<file path="config.mk">
export PLATFORM = sky130hd
export DESIGN_NAME = divider_pipe_n
export DESIGN_NICKNAME = d
export VERILOG_FILES = /design/src/rtl/divider_pkg.sv /design/src/rtl/div_stage.sv /design/src/rtl/divider_pipe_n.sv
export SDC_FILE = /design/constraint.sdc
export NUM_CORES = 2
export LEC_CHECK = 0
export CAP_MARGIN = 30
export CORE_ASPECT_RATIO = 2
export CORE_UTILIZATION = 61
export CTS_CLUSTER_DIAMETER = 200
export DETAILED_ROUTE_END_ITERATION = 6
export PLACE_DENSITY_LB_ADDON = 0.05
export SLEW_MARGIN = 10
export SYNTH_ARGS = -nofsm -noshare
export SYNTH_HDL_FRONTEND = slang
export SYNTH_SLANG_ARGS = --single-unit
</file>
<file path="constraint.sdc">
create_clock -name clk -period 34.6 [get_ports clk]
set_clock_uncertainty 0.1 [all_clocks]
set_input_delay 8.65 -clock clk [delete_from_list [all_inputs] [get_ports clk]]
set_output_delay 8.65 -clock clk [all_outputs]
set_load 0.01 [all_outputs]
</file>
<file path="src/rtl/divider_pkg.sv">
// Shared definitions for the pipelined divider.
//   div_flags_t     : per-stage control payload (sign fix-ups, divide-by-zero, valid)
//   DIV_ALL_ONES    : quotient pattern reported for a divide by zero (slice to WIDTH)
//   div_operand_neg : decides whether an operand is converted to its magnitude
// Data fields of the stage payload (rem, dvd_rest, dvs, q) depend on WIDTH and
// therefore live as parallel per-stage arrays inside divider_pipe_n.
package divider_pkg;

    localparam int DIV_MAX_W = 64;
    localparam logic [DIV_MAX_W-1:0] DIV_ALL_ONES = '1;

    typedef struct packed {
        logic neg_q;
        logic neg_r;
        logic dbz;
        logic valid;
    } div_flags_t;

    function automatic logic div_operand_neg(input logic signed_mode, input logic sign_bit);
        return signed_mode & sign_bit;
    endfunction

endpackage

</file>
<file path="src/rtl/div_stage.sv">
// One pipeline stage of the array divider: BITS_PER_STAGE non-restoring rows,
// purely combinational.
//   rem_i/rem_o : partial remainder, WIDTH+1 bits, two's complement
//   dvd_i/dvd_o : dividend bits not yet consumed, MSB first
//   dvs_i       : divisor magnitude
//   quo_i/quo_o : quotient bits resolved so far, shifted in at the LSB
module div_stage #(
    parameter int WIDTH          = 32,
    parameter int BITS_PER_STAGE = 8
) (
    input  logic [WIDTH:0]   rem_i,
    input  logic [WIDTH-1:0] dvd_i,
    input  logic [WIDTH-1:0] dvs_i,
    input  logic [WIDTH-1:0] quo_i,
    output logic [WIDTH:0]   rem_o,
    output logic [WIDTH-1:0] dvd_o,
    output logic [WIDTH-1:0] quo_o
);

    logic [WIDTH:0]   rem_row;
    logic [WIDTH:0]   rem_shift;
    logic [WIDTH-1:0] dvd_row;
    logic [WIDTH-1:0] quo_row;

    always_comb begin
        rem_row   = rem_i;
        dvd_row   = dvd_i;
        quo_row   = quo_i;
        rem_shift = '0;
        for (int i = 0; i < BITS_PER_STAGE; i++) begin
            // 2R + next dividend bit; |R| < divisor keeps the result inside WIDTH+1 bits
            rem_shift = {rem_row[WIDTH-1:0], dvd_row[WIDTH-1]};
            // A negative remainder means the previous quotient bit was 0: add this row
            if (rem_row[WIDTH]) begin
                rem_row = rem_shift + {1'b0, dvs_i};
            end else begin
                rem_row = rem_shift - {1'b0, dvs_i};
            end
            dvd_row = {dvd_row[WIDTH-2:0], 1'b0};
            quo_row = {quo_row[WIDTH-2:0], ~rem_row[WIDTH]};
        end
        rem_o = rem_row;
        dvd_o = dvd_row;
        quo_o = quo_row;
    end

endmodule

</file>
<file path="src/rtl/divider_pipe_n.sv">
// Fully pipelined integer divider, one divide accepted per cycle, results in order.
// Register 0 captures operand magnitudes; each of STAGES div_stage blocks then
// resolves BITS_PER_STAGE quotient bits. The last block also performs the
// remainder-restore add and sign fix-up in front of the output register, so
// a result appears STAGES edges after its accept edge.
// Ports:
//   clk, reset (async, active high)
//   in_valid/in_ready, in_signed, in_dividend, in_divisor   : operand side
//   out_valid/out_ready, out_quotient, out_remainder,
//   out_div_by_zero                                         : result side
// Build option: DIVIDER_SIGNED_EN enables two's-complement mode via in_signed;
// without it every divide is unsigned and in_signed is ignored.
module divider_pipe_n
    import divider_pkg::*;
#(
    parameter int WIDTH          = 32,
    parameter int BITS_PER_STAGE = 8
) (
    input  logic             clk,
    input  logic             reset,
    input  logic             in_valid,
    output logic             in_ready,
    input  logic             in_signed,
    input  logic [WIDTH-1:0] in_dividend,
    input  logic [WIDTH-1:0] in_divisor,
    output logic             out_valid,
    input  logic             out_ready,
    output logic [WIDTH-1:0] out_quotient,
    output logic [WIDTH-1:0] out_remainder,
    output logic             out_div_by_zero
);

    localparam int STAGES = WIDTH / BITS_PER_STAGE;
    localparam int LAST   = STAGES - 1;

    logic [WIDTH:0]   rem_q [STAGES];
    logic [WIDTH:0]   rem_d [STAGES];
    logic [WIDTH-1:0] dvd_q [STAGES];
    logic [WIDTH-1:0] dvd_d [STAGES];
    logic [WIDTH-1:0] dvs_q [STAGES];
    logic [WIDTH-1:0] dvs_d [STAGES];
    logic [WIDTH-1:0] quo_q [STAGES];
    logic [WIDTH-1:0] quo_d [STAGES];
    div_flags_t       flg_q [STAGES];
    div_flags_t       flg_d [STAGES];

    logic [WIDTH:0]   rem_nxt [STAGES];
    logic [WIDTH-1:0] dvd_nxt [STAGES];
    logic [WIDTH-1:0] quo_nxt [STAGES];

    logic             out_valid_q, out_valid_d;
    logic [WIDTH-1:0] out_quotient_q, out_quotient_d;
    logic [WIDTH-1:0] out_remainder_q, out_remainder_d;
    logic             out_dbz_q, out_dbz_d;

    logic             stall;
    logic             a_neg, b_neg, dbz_in;
    logic [WIDTH-1:0] dvd_mag, dvs_mag;
    logic [WIDTH-1:0] rem_mag, quo_fix, rem_fix;

    for (genvar s = 0; s < STAGES; s++) begin : g_stage
        div_stage #(
            .WIDTH          (WIDTH),
            .BITS_PER_STAGE (BITS_PER_STAGE)
        ) u_stage (
            .rem_i (rem_q[s]),
            .dvd_i (dvd_q[s]),
            .dvs_i (dvs_q[s]),
            .quo_i (quo_q[s]),
            .rem_o (rem_nxt[s]),
            .dvd_o (dvd_nxt[s]),
            .quo_o (quo_nxt[s])
        );
    end

    // All dividend bits are consumed by the final stage.
    logic dvd_unused;
    assign dvd_unused = ^dvd_nxt[LAST];

`ifndef DIVIDER_SIGNED_EN
    logic sign_unused;
    assign sign_unused = in_signed ^ flg_q[LAST].neg_q ^ flg_q[LAST].neg_r;
`endif

    always_comb begin
        stall = out_valid_q && !out_ready;

        for (int s = 0; s < STAGES; s++) begin
            rem_d[s] = rem_q[s];
            dvd_d[s] = dvd_q[s];
            dvs_d[s] = dvs_q[s];
            quo_d[s] = quo_q[s];
            flg_d[s] = flg_q[s];
        end
        out_valid_d     = out_valid_q;
        out_quotient_d  = out_quotient_q;
        out_remainder_d = out_remainder_q;
        out_dbz_d       = out_dbz_q;

        dbz_in = (in_divisor == '0);
`ifdef DIVIDER_SIGNED_EN
        a_neg   = div_operand_neg(in_signed, in_dividend[WIDTH-1]);
        b_neg   = div_operand_neg(in_signed, in_divisor[WIDTH-1]);
        dvd_mag = a_neg ? -in_dividend : in_dividend;
        dvs_mag = b_neg ? -in_divisor  : in_divisor;
`else
        a_neg   = 1'b0;
        b_neg   = 1'b0;
        dvd_mag = in_dividend;
        dvs_mag = in_divisor;
`endif

        rem_mag = rem_nxt[LAST][WIDTH-1:0] + (rem_nxt[LAST][WIDTH] ? dvs_q[LAST] : '0);
        quo_fix = quo_nxt[LAST];
        rem_fix = rem_mag;
`ifdef DIVIDER_SIGNED_EN
        if (flg_q[LAST].neg_q) quo_fix = -quo_fix;
        if (flg_q[LAST].neg_r) rem_fix = -rem_fix;
`endif
        // On divide by zero the divisor slot carries the raw dividend (see stage 0)
        if (flg_q[LAST].dbz) begin
            quo_fix = DIV_ALL_ONES[WIDTH-1:0];
            rem_fix = dvs_q[LAST];
        end

        if (!stall) begin
            rem_d[0] = '0;
            quo_d[0] = '0;
            dvd_d[0] = dvd_mag;
            // A zero divisor needs no divisor value, so that slot keeps the dividend
            dvs_d[0] = dbz_in ? in_dividend : dvs_mag;
            flg_d[0] = '{neg_q: a_neg ^ b_neg, neg_r: a_neg, dbz: dbz_in, valid: in_valid};

            for (int s = 1; s < STAGES; s++) begin
                rem_d[s] = rem_nxt[s-1];
                dvd_d[s] = dvd_nxt[s-1];
                dvs_d[s] = dvs_q[s-1];
                quo_d[s] = quo_nxt[s-1];
                flg_d[s] = flg_q[s-1];
            end

            out_valid_d = flg_q[LAST].valid;
            if (flg_q[LAST].valid) begin
                out_quotient_d  = quo_fix;
                out_remainder_d = rem_fix;
                out_dbz_d       = flg_q[LAST].dbz;
            end
        end
    end

    always_ff @(posedge clk or posedge reset) begin
        if (reset) begin
            for (int s = 0; s < STAGES; s++) begin
                rem_q[s] <= '0;
                dvd_q[s] <= '0;
                dvs_q[s] <= '0;
                quo_q[s] <= '0;
                flg_q[s] <= '0;
            end
            out_valid_q     <= 1'b0;
            out_quotient_q  <= '0;
            out_remainder_q <= '0;
            out_dbz_q       <= 1'b0;
        end else begin
            rem_q           <= rem_d;
            dvd_q           <= dvd_d;
            dvs_q           <= dvs_d;
            quo_q           <= quo_d;
            flg_q           <= flg_d;
            out_valid_q     <= out_valid_d;
            out_quotient_q  <= out_quotient_d;
            out_remainder_q <= out_remainder_d;
            out_dbz_q       <= out_dbz_d;
        end
    end

    assign in_ready        = !stall;
    assign out_valid       = out_valid_q;
    assign out_quotient    = out_quotient_q;
    assign out_remainder   = out_remainder_q;
    assign out_div_by_zero = out_dbz_q;

endmodule

</file>
==> results.ini, run 1 <==
[synthesis]
synthCells=10600
synth_cell_types=101
syn_area_per_cell_um2=7.35
async_flop_share=1.00
ys_seq_area_frac=0.138
ys_warn_count=0
synth_edf_count=0
syn_area_um2=77800
ys_seq_elements=429
synthFlopType=dfrtp_1
synthesis.nets=11700

[clock_tree]
cts-root-buf=clkbuf_16
cts_buffers=44
clockBufferDepth=3
h-tree-depth=2
clock_sinks=429
ctsHoldBuffers=0

[grt]
grt_pass1_vias=97800
grt_pass1_wl_um=602000
grt.overflow.total=153
track_usage=0.619
grt_start_max_net_pins=165

[outcome]
status=did not finish
stop_error=[ERROR GRT-0116] Global routing finished with congestion. Check the congestion regions in the DRC Viewer.
stop_stage=5_1_grt

[die]
die_x_um=255
ios=136
start_util=0.613
rows=185
die_y_um=507

[place]
hpwl_um=267000
finalWeightedCongestion=1.12
io_buffers=134
post-place-ws_ps=-1540
placedCellCount=14000

[cell families after synthesis]
kind of cell / count (synthesis) / synth area share
and+or+nand+nor: 3793 / 0.218
AOI/OAI and AO/OA: 2701 / 0.217
xor gates and xnor gates: 1857 / 0.212
adders and majority gates: 1061 / 0.174
buffers and inverters: 681 / 0.0340
DFF: 429 / 0.138
muxes: 54 / 0.00772
[metrics by stage]
stage,cell area [um2],hold slack [ps]
after floorplan,77800,333
after global placement,95300,349
after detailed placement,95400,352
after CTS,97200,371
[cell usage after synthesis (14+ instances only)]
master     instances  area (um2)
a2111oi_0         20         175
a211o_1           18         158
a211oi_1          55         413
a21boi_0          30         225
a21o_1           425        3190
a21oi_1          919        4600
a221o_1           14         140
a31o_2            21         184
a31oi_1           72         450
and2_1            71         444
and3_1            90         563
and4_1            15         131
buf_1             44         165
buf_2             15        75.1
clkbuf_1         317        1190
dfrtp_1          429       10700
fa_1              32         641
ha_1            1029       12900
inv_1            289        1080
mux2_2            40         450
nand2_1         1681        6310
nand2b_1         212        1330
nand3_1          144         721
nand4_1           63         394
nor2_1           952        3570
nor2b_1          141         882
nor3_1           167         836
nor4_1            50         313
o2111ai_1         16         140
o211ai_1          37         278
o21a_1           148        1110
o21ai_0          559        2800
o21bai_1         158        1190
o31a_1            18         158
o31ai_1           51         383
or2_2             36         225
or3_1             76         475
or4_1             22         165
xnor2_1         1203       10500
xor2_1           639        5600
[what timing repair did]
item | 4_1_cts
setup endpoints to repair | 33
pin swaps | 5
setup buffers | 1
gates resized for setup | 29
[metal layers]
layer,GRT usage,GRT overflow
met1,0.558,1
met5,0.0781,1
met2,0.901,73
met3,0.351,1
met4,0.709,77
==> run 2: changes to the inputs <==
CORE_ASPECT_RATIO = not set   (was 2)
CORE_UTILIZATION = 40   (was 61)
CTS_CLUSTER_DIAMETER = not set   (was 200)
PLACE_DENSITY_LB_ADDON = 0.15   (was 0.05)
==> results.ini, run 2 <==
[outcome]
status=completed

[synthesis]
synthTopCellsByArea=ha_1 (17%), dfrtp_1 (14%), xnor2_1 (14%), nand2_1 (8.1%), xor2_1 (7.2%)
synthesis.nets=11700  ; unchanged
ys_top_cells_by_count=nand2_1 (1681), xnor2_1 (1203), ha_1 (1029), nor2_1 (952), a21oi_1 (919)
synthCells=10600  ; unchanged
yosysTopAreaCellShare=0.166  ; unchanged
ys_seq_area_frac=0.138  ; unchanged
synthFlopType=dfrtp_1
ys_seq_elements=429  ; unchanged
synth_cell_types=101  ; unchanged
async_flop_share=1.00  ; unchanged
synth_edf_count=0  ; unchanged
synth_most_common_cell=nand2_1
ys_warn_count=0  ; unchanged
syn_area_um2=77800  ; unchanged
synth.largest_area_cell=ha_1
syn_area_per_cell_um2=7.35  ; unchanged

[clock_tree]
h-tree-depth=2  ; unchanged
ctsHoldBuffers=0  ; unchanged
cts_buffers=54  ; +23%
clkTransAtPathRegs_ps=60
cts-root-buf=clkbuf_16
cts_tree=built
clockBufferDepth=3  ; unchanged
clk_latency_ps=720
clock_sinks=429  ; unchanged

[timing]
slew_violations=0
hold_violations=0
whs_ps=362
finalSetupTns_ps=0
setup_viol=0
tightestPinTransition_ps=1080
fin_crit_ps=32840
slew_headroom=0.259
fin_crit_sh=0.949
fmax_mhz=30.5

[die]
die_x_um=443  ; +74%
start_util=0.403  ; -0.210
core_um2=193000
rows=161  ; -13%
ios=136  ; unchanged
die_y_um=443  ; -13%
dieArea_um2=196000

[worst_setup_path]
critPathArrivalTime_ps=33310
cpMaxStageDelayCell=or4_1
path_max_fanout=11
cp_slowest_stage_delay_ps=500
crit_path_frequent_cell=buf_4
critPathKind=reg2reg
end_kind=flip-flop
timing.rr.start=dvs_q[33]$_DFFE_PP0N_
start_kind=flip-flop
required_ps=35070
crit_start=dvs_q[33]$_DFFE_PP0N_

[final_layout]
final_cell_area_um2=92900
top_regs=dvs_q (128), rem_q (99), dvd_q (80)
top_register=dvs_q
layout_common_cells=nand2_1 (1675), buf_4 (1245), xnor2_1 (1190)
mostFrequentLayoutCell=nand2_1
finalNetCount=12800
areaGrowthSynthToFinish_pct=19.5
drive_gt1_frac=0.136
largest_reg_flops=128
layout.cells.non_filler=14200
fillers=19400

[detailed_routing]
drc=0
via_count=77300
antenna_left=0
viasPerCell=5.44
first_pass_iters=6
drt_iter0_drc=4195
wl_per_cell_um=19.3
drt_wl_total_um=275000

[place]
hpwl_um=225000  ; -16%
placedCellCount=14100  ; +0.56%
finalWeightedCongestion=0.933  ; -17%
placed_area_um2=90700  ; -4.9%
io_buffers=134  ; unchanged

[hold_path]
hp-class=reg2reg
hp-start=quo_q[15]$_DFFE_PP0N_

[grt]
antenna_found_initial=1
track_usage=0.273
grt_pass1_wl_um=428000
grt_pass1_vias=77000
grt_start_max_net_pins=180
grt.overflow.total=0

[run]
maxCapViolCount=0

==> run 2: cell counts after synthesis <==
Identical to the previous run, type by type.
==> run 2: through the flow <==
step | utilization | setup slack [ps]
floorplan | - | 2920
global placement | 0.470 | 379
detailed placement | 0.470 | 357
CTS | 0.480 | 188
global route | 0.482 | -8.20
finish | 0.482 | 1760
==> run 2: cells by family (layout without fill, tap and decap cells) <==
| kind of cell | Yosys count | in the layout | synth area share |
|---|---|---|---|
| simple gates | 3793 | 3793 | 0.218 |
| compound gates | 2701 | 2701 | 0.217 |
| xor+xnor | 1857 | 1858 | 0.212 |
| fa+ha+maj | 1061 | 1061 | 0.174 |
| buf+inv | 681 | 1801 | 0.0340 |
| flops | 429 | 429 | 0.138 |
| mux | 54 | 54 | 0.00772 |
| other cells | 0 | 3 | 0 |
==> run 2: routing by layer <==
metal  routed length [um]  vias to the layer above  global-route usage  part of all wire
li1                     -                    38800                   -                 -
met1               116000                    36500               0.325              0.42
met2               135000                     1467               0.496              0.49
met3                 9280                      492              0.0217             0.034
met4                14300                        0               0.126             0.052
met5                    0                        -                   0                 0
==> run 2: cell type report <==
cell class / instances / area, um2 / share of cell area
multi-input combinational: 9467 / 64800 / 0.698
timing repair buffer: 1406 / 11200 / 0.120
sequential: 429 / 10700 / 0.116
tap: 2526 / 3160 / 0.0340
clock buffer: 80 / 1600 / 0.0172
inverter: 294 / 1120 / 0.0120
clock inverter: 21 / 280 / 0.00302
antenna: 3 / 7.51 / 0.0000808
==> run 2: critical path, delay by kind of cell (launching register included) <==
family,cells,cell delay (ps)
AOI/OAI and AO/OA,68,15410
and+or+nand+nor,30,6470
xor gates and xnor gates,17,3700
buffers and inverters,18,3150
adders and majority gates,8,2920
muxes,2,470
DFF,1,380
==> run 2: final timing paths <==
| check | slack, ps | end | depth (start not counted) |
|---|---|---|---|
| setup / recovery | 1760 | quo_q[0]$_DFFE_PP0N_ | 143 |
| hold / removal | 360 | quo_q[15]$_DFFE_PP0N_ | 2 |
| setup reg to reg | 1760 | quo_q[0]$_DFFE_PP0N_ | 143 |
| hold reg to reg | 360 | quo_q[15]$_DFFE_PP0N_ | 2 |
| max in group asynchronous | 23970 | out_remainder[7]$_DFFE_PP0P_ | 6 |
| min in group asynchronous | 8310 | out_quotient[30]$_DFFE_PP0P_ | 2 |
==> run 2: timing repair <==
item,CTS,global route
buffers inserted,0,2
endpoints found under the setup margin,0,49
gates resized for setup,0,56
hold endpoints to repair,0,0
Power of run 2 is left out: the tool's default activity adds up to more than one toggle a clock period on the data nets, which glitch-free logic cannot reach.
